`src/rtl/sync_fifo_flags.sv`:
```
// Single-clock FIFO, any depth >= 2, with count, almost flags and sticky errors.
// Define SYNC_FIFO_FLAGS_OUTREG_EN for a registered read port (default: show-ahead).
module sync_fifo_flags #(
  parameter int DataWidth         = 32,
  parameter int Depth             = 8,
  parameter int AlmostFullThresh  = Depth - 2,
  parameter int AlmostEmptyThresh = 2,
  localparam int CountWidth       = $clog2(Depth + 1)
) (
  input  logic                  clk,
  input  logic                  rst,
  input  logic                  writeEn,
  input  logic [DataWidth-1:0]  writeData,
  input  logic                  readEn,
  output logic [DataWidth-1:0]  readData,
  output logic                  readValid,
  output logic                  full,
  output logic                  empty,
  output logic                  almostFull,
  output logic                  almostEmpty,
  output logic [CountWidth-1:0] count,
  output logic                  overflow,
  output logic                  underflow,
  input  logic                  clearErr
);

  localparam int PtrWidth = $clog2(Depth);
  localparam logic [PtrWidth-1:0] LastPtr = PtrWidth'(Depth - 1);

  logic [DataWidth-1:0]  mem [Depth];
  logic [PtrWidth-1:0]   wrPtr;
  logic [PtrWidth-1:0]   rdPtr;
  logic                  readAcc;
  logic                  writeAcc;
  logic [CountWidth-1:0] countNext;

  // A full FIFO can still take a write when a read frees a slot this cycle.
  assign readAcc  = readEn && !empty;
  assign writeAcc = writeEn && (!full || readAcc);

  // Flags come straight off the count register.
  assign full        = (count == CountWidth'(Depth));
  assign empty       = (count == '0);
  assign almostFull  = (count >= CountWidth'(AlmostFullThresh));
  assign almostEmpty = (count <= CountWidth'(AlmostEmptyThresh));

  // Occupancy after this cycle's accepted requests.
  always_comb begin
    countNext = count;
    unique case ({writeAcc, readAcc})
      2'b10:   countNext = count + 1'b1;
      2'b01:   countNext = count - 1'b1;
      default: countNext = count;
    endcase
  end

  // Pointers, count and sticky error flags; a new error beats clearErr.
  always_ff @(posedge clk) begin
    if (rst) begin
      wrPtr     <= '0;
      rdPtr     <= '0;
      count     <= '0;
      overflow  <= 1'b0;
      underflow <= 1'b0;
    end else begin
      if (writeAcc) begin
        wrPtr <= (wrPtr == LastPtr) ? '0 : wrPtr + 1'b1;
      end
      if (readAcc) begin
        rdPtr <= (rdPtr == LastPtr) ? '0 : rdPtr + 1'b1;
      end
      count <= countNext;
      if (writeEn && !writeAcc) begin
        overflow <= 1'b1;
      end else if (clearErr) begin
        overflow <= 1'b0;
      end
      if (readEn && !readAcc) begin
        underflow <= 1'b1;
      end else if (clearErr) begin
        underflow <= 1'b0;
      end
    end
  end

  // Storage is never reset; writes during reset are dropped.
  always_ff @(posedge clk) begin
    if (!rst && writeAcc) begin
      mem[wrPtr] <= writeData;
    end
  end

`ifdef SYNC_FIFO_FLAGS_OUTREG_EN
  // Registered read port: word and one-cycle valid pulse after each read.
  always_ff @(posedge clk) begin
    if (rst) begin
      readData  <= '0;
      readValid <= 1'b0;
    end else begin
      readValid <= readAcc;
      if (readAcc) begin
        readData <= mem[rdPtr];
      end
    end
  end
`else
  assign readData  = mem[rdPtr];
  assign readValid = !empty;
`endif

endmodule

```
`config.mk`:
```
export PLATFORM = sky130hd
export DESIGN_NAME = sync_fifo_flags
export DESIGN_NICKNAME = d
export VERILOG_FILES = /design/src/rtl/sync_fifo_flags.sv
export SDC_FILE = /design/constraint.sdc
export NUM_CORES = 1
export LEC_CHECK = 0
export CORE_MARGIN = 10
export CORE_UTILIZATION = 40
export CTS_CLUSTER_SIZE = 14
export DETAILED_ROUTE_END_ITERATION = 8
export PLACE_DENSITY_LB_ADDON = 0.15
export SYNTH_ARGS = -nofsm -noshare
export SYNTH_HDL_FRONTEND = slang
export SYNTH_SLANG_ARGS = --single-unit
```
`constraint.sdc`:
```
create_clock -name clk -period 6.6 [get_ports clk]
set_input_delay 0.66 -clock clk [delete_from_list [all_inputs] [get_ports clk]]
set_output_delay 0.66 -clock clk [all_outputs]
set_load 0.01 [all_outputs]
```
==> key figures, run 1 <==
Route
  – Routed wire per std cell: about 22 um
  – Pre-antenna DRT Iters: 4
  – Vias: about 4800
  – DRC viols: 0
  – Post-route ant nets: 0
  – WL final: just over 20000 um
  – Via density: 5.15
  – DRT iter0 DRCs: about 370

Global route
  – Vias in the first global route: ~5400
  – Pin count of the biggest net entering global routing: 65
  – Initial antenna violation count: 0
  – First-pass GRT wire length: roughly 32000 um
  – Global route total overflow: 0
  – Total Routing Usage GR: 12.6%

Setup path
  – Type of the worst setup path: flip-flop to primary output
  – Register-to-Register Path Depth: 5
  – CP required: between 5 and 6 ns
  – Worst path arrival time: 3.41 ns
  – CP startpoint kind: flip-flop
  – Critical path peak fanout: between 40 and 50
  – Worst Setup End Kind: primary output

Synth
  – EDFF count, synth: ~260
  – Top cells by count, synth: edfxtp_1, mux4_2, mux2_2, dfxtp_1, nor2_1
  – Post-Syn Area: approximately 10000 um2
  – Syn Area/Cell: around 22 um2
  – Largest cells by area after synthesis: edfxtp_1, mux4_2, mux2_2, dfxtp_1, ha_1
  – Top_reg_cell synth: edfxtp_1
  – Ys async rst share: 0%
  – Yosys top cell area share: approximately three quarters
  – Flops & latches, synth: between 200 and 300
  – Most frequent cell after synthesis: edfxtp_1
  – Post-synthesis sequential area ratio: roughly 76%
  – Yosys warns: 0
  – Syn Nets: between 500 and 600
  – Cell variety after synth: 36
  – Mapped Cells: 470
  – Yosys top cell by area: edfxtp_1

Placement
  – GP Congestion: around 0.68
  – Pre-CTS setup slack: between 2 and 3 ns
  – Dpl hpwl: 11900 um
  – Port Buffers: around 80

Pwr
  – Switching pwr: ~1.1 mW
  – Static leakage: between 3 and 4 nW
  – Sequential Power Share: approximately 48%
  – Pint: around 3.3 mW
  – Comb pwr share: between 10% and 20%
  – Total chip power: about 4.4 mW
  – Pwr/cell area: ~350 nW/um2
  – VDD IR max: about 0.21 mV
  – Sw Share: around a quarter
  – Part of the power in the clock network: about a third

Final layout
  – Area delta synth->final: 20.5%
  – FILL cells: between 2000 and 2500
  – ANT cells: 0
  – FF/Latch Area: roughly 8000 um2
  – Share of cells above drive strength 1: approximately 29%
  – Area of the multi-input gates: between 2000 and 2500 um2
  – Final core utilization: between 40% and 50%
  – Nets: 612

STA
  – Min cycle time layout: 4.07 ns
  – Hold violation count in the final report: 0
  – Clock skew: just over 0.008 ns
  – Max transition margin: 33.4%
  – Final Cycle Share: roughly three fifths
  – Maximum clock rate: roughly 250 MHz
  – Worst-Margin Slew: around 1 ns
  – Slew Limit Fails: 0
  – Final setup violation count: 0
  – Post-route setup TNS: 0 ns
  – RSZ-0062 raised after global routing: false
  – Hold slack: 0.522 ns
  – Final worst-path setup slack: about 2.5 ns

Floorplanning
  – Die ar.: approximately 33000 um2
  – Num rows: 59
  – Core region area: 25800 um2
  – # IOs: 80
  – Initial Util: roughly two fifths
  – Chip width: 182 um
  – Die H: between 150 and 200 um

CTS
  – Worst-path clk slew: roughly 0.06 ns
  – CTS tree: done
  – Post-CTS setup buffers: 0
  – CTS buffer count: 28
  – Max Root-Sink Buffers: 3
  – Clock H-tree levels: 1
  – Worst skew pair latency: about 0.53 ns
  – CTS Hold Bufs: 0
  – Post-cts gate resize count: 0
  – Clk root buf: clkbuf_16
  – Clk sinks: around 270

Worst hold path
  – Hold depth: 2
  – Hold Crit Class: flip-flop to flip-flop

Status
  – Status: finished, final reports clean

Run
  – Max_cap viols: 0
-- sequential cells by signal, summed over array words and instances, names as in the netlist, named ones only --
register   count
overflow       1
wrPtr          3
mem          256
underflow      1
rdPtr          3
count          4
-- critical path: stages (launching register included) --
cell             delay (ns)
dfxtp_4                1.02
buf_4                  0.49
mux4_2                 0.56
mux2_2                 0.28
clkdlybuf4s50_1        0.50
-- power by group through the flow --
stage	combinational [mW]	sequential (mW)	clock (mW)
2_1_floorplan	0.581	2.00	0
3_3_place_gp	0.794	2.11	0
3_5_place_dp	0.804	2.12	0
4_1_cts	0.811	2.08	1.55
5_1_grt	0.855	2.10	1.62
6_report	0.790	2.07	1.50
-- cell type report --
| cell class | instances | area share (%) |
|---|---|---|
| sequential | 271 | 63.5 |
| multi-input combinational | 169 | 18.8 |
| timing repair buffer | 93 | 7.12 |
| clock buffer | 34 | 5.92 |
| tap | 335 | 3.33 |
| clock inverter | 18 | 1.15 |
| inverter | 5 | 0.149 |
-- metrics by stage --
| stage | cells | instance area (um2) |
|---|---|---|
| after floorplan | 470 | 10400 |
| after global placement | 873 | 11700 |
| after detailed placement | 873 | 11700 |
| after CTS | 925 | 12600 |
| after global routing | 925 | 12600 |
| final | 925 | 12600 |
-- final timing paths --
kind / end / slack (ns) / startpoint
worst max-delay path: readData[19] / 2.53 / flip-flop
worst max register to register: mem[3][26] / 4.00 / count[0]
worst min-delay path: flip-flop / 0.52 / rdPtr[1]
worst min register to register: flip-flop / 0.52 / rdPtr[1]
-- routing by layer --
layer | GRT usage, % | up-vias | part of all wire (%)
met4 | 2.96 | 0 | 1.6
met2 | 21.8 | 90 | 51
met5 | 0 | - | 0
met1 | 15.9 | 2498 | 43
met3 | 2.41 | 33 | 4.1
li1 | - | 2144 | -
-- placed cells by master, fill, tap and decap left out, types with 6 or more instances in the layout --
master and instances:
clkinv_2 8, mux4_2 64, clkdlybuf4s50_1 79, mux2_2 32, dfxtp_1 12, clkbuf_16 29
a21oi_1 9, edfxtp_1 256, nor2_1 12, buf_4 14, nand2_1 8, ha_1 6
-- logic make-up after synthesis --
group	count (synthesis)	synth area share, %
flops	271	76.5
mux	99	17.6
simple gates	40	1.92
buf+inv	30	1.35
compound gates	20	1.52
fa+ha+maj	7	0.911
xor+xnor	3	0.252
Note: power is estimated with default switching activity, not from simulation.
==> run 2: changes to the inputs <==
Clock period 6.6 ns to 3.7 ns, I/O delays scaled along.
==> key figures, run 2 (synthesized netlist as in run 1, its figures left out) <==
Status
  – Status: finished, final reports clean

STA
  – Post-route setup TNS: 0 ns
  – Final setup violation count: 0
  – Final worst-path setup slack: 0.488 ns
  – Maximum clock rate: a little over 300 MHz
  – Hold violation count in the final report: 0
  – Slew Limit Fails: 0
  – Final Cycle Share: ~87%
  – RSZ-0062 raised after global routing: false
  – Max transition margin: about half
  – Clock skew: ~0.014 ns
  – Worst-Margin Slew: approximately 0.73 ns
  – Min cycle time layout: around 3.2 ns

Final layout
  – Largest register FFs: 256
  – Nets: 617
  – FILL cells: 2106
  – ANT cells: 0
  – Most common cell after layout, fill and taps aside: edfxtp_1
  – Area of the multi-input gates: 2380 um2
  – Top Registers: mem x256, count x4
  – Top reg by flops: mem
  – Share of cells above drive strength 1: 29.2%
  – FF/Latch Area: 8000 um2
  – Area delta synth->final: 21.9%
  – Most frequent cells in the layout: edfxtp_1, clkdlybuf4s50_1, mux4_2

Route
  – DRC viols: 0
  – WL final: around 20000 um
  – Via density: 5.18
  – Vias: approximately 4800
  – Routed wire per std cell: about 22 um
  – Post-route ant nets: 0
  – Pre-antenna DRT Iters: 6
  – DRT iter0 DRCs: 230

Setup path
  – Critical path peak fanout: 23
  – Worst reg2reg startpoint: count[3]
  – CP startpoint kind: flip-flop
  – Worst Setup End Kind: primary output
  – Worst path arrival time: about 2.8 ns
  – CP required: about 3.3 ns
  – Type of the worst setup path: flip-flop to primary output

CTS
  – CTS Hold Bufs: 0
  – Post-CTS setup buffers: 0
  – Max Root-Sink Buffers: 3
  – Post-cts gate resize count: 0
  – Worst skew pair latency: 0.53 ns
  – Clk root buf: clkbuf_16
  – Worst-path clk slew: about 0.060 ns
  – Clk sinks: ~270
  – CTS tree: done
  – Clock H-tree levels: 1
  – CTS buffer count: 29

Floorplanning
  – Die H: ~180 um
  – Chip width: around 180 um
  – Die ar.: 33000 um2
  – # IOs: 80
  – Core region area: around 26000 um2
  – Initial Util: around two fifths
  – Num rows: about 60

Pwr
  – Part of the power in the clock network: approximately a third
  – Pint: roughly 6.0 mW
  – Comb pwr share: 19.2%
  – Sw Share: between 20% and 30%
  – VDD IR max: around 0.36 mV
  – Switching pwr: ~1.9 mW
  – Sequential Power Share: between 40% and 50%
  – Pwr/cell area: between 600 and 700 nW/um2
  – Static leakage: 4.02 nW

Run
  – Max_cap viols: 0

Global route
  – Global route total overflow: 0
  – First-pass GRT wire length: approximately 32000 um
  – Vias in the first global route: about 5400
  – Pin count of the biggest net entering global routing: 38
  – Initial antenna violation count: 2
  – Total Routing Usage GR: roughly an eighth

Worst hold path
  – Hold Crit Class: input pin to flip-flop
  – Hold Crit Start: clearErr

Placement
  – Dpl hpwl: about 12000 um
  – Port Buffers: between 70 and 80
  – Pre-CTS setup slack: 0.567 ns
  – GP Congestion: 0.721
[run 2: critical path: stages (launching register included)]
cell and delay [ns]:
dfxtp_4 0.66, buf_4 0.33, mux4_2 0.53, mux2_2 0.31, clkdlybuf4s50_1 0.49
[run 2: layout make-up]
| cell class | instances | area share, % |
|---|---|---|
| clock buffers | 34 | 5.85 |
| clock inverters | 19 | 1.36 |
| inverters | 5 | 0.147 |
| multi-input cells | 169 | 18.7 |
| flip-flops and latches | 271 | 62.8 |
| well taps | 335 | 3.29 |
| repair buffers | 97 | 7.86 |
[run 2: per-stage QoR]
step | hold WS, ns | utilization (%) | instances | total power [mW] | instance area [um2]
finish | 0.549 | 49.3 | 930 | 7.90 | 12700
global placement | 0.526 | 45.7 | 877 | 5.23 | 11800
floorplan | 0.469 | - | 470 | 4.60 | 10500
CTS | 0.531 | 49.3 | 930 | 8.04 | 12700
detailed placement | 0.543 | 45.7 | 877 | 5.25 | 11800
global route | 0.576 | 49.3 | 930 | 8.29 | 12700
[run 2: final timing paths]
path             endpoint  slack (ns)  depth (start not counted)
min reg2reg     flip-flop        0.56                          2
min              overflow        0.55                          4
max          readData[31]        0.49                          4
max reg2reg      count[3]        0.99                          8
[run 2: routing by layer]
metal	vias to the layer above	share of wire, %	track usage [%]
met1	2527	42	15.2
met3	31	4.6	2.90
met2	89	52	21.6
met5	-	0.17	0
met4	4	1.5	2.96
li1	2166	-	-
[run 2: power groups by stage]
stage | logic [mW] | registers [mW] | clock network [mW]
4_1_cts | 1.57 | 3.63 | 2.84
6_report | 1.52 | 3.62 | 2.75
3_3_place_gp | 1.54 | 3.69 | 0
5_1_grt | 1.65 | 3.65 | 2.98
2_1_floorplan | 1.04 | 3.56 | 0
3_5_place_dp | 1.56 | 3.70 | 0
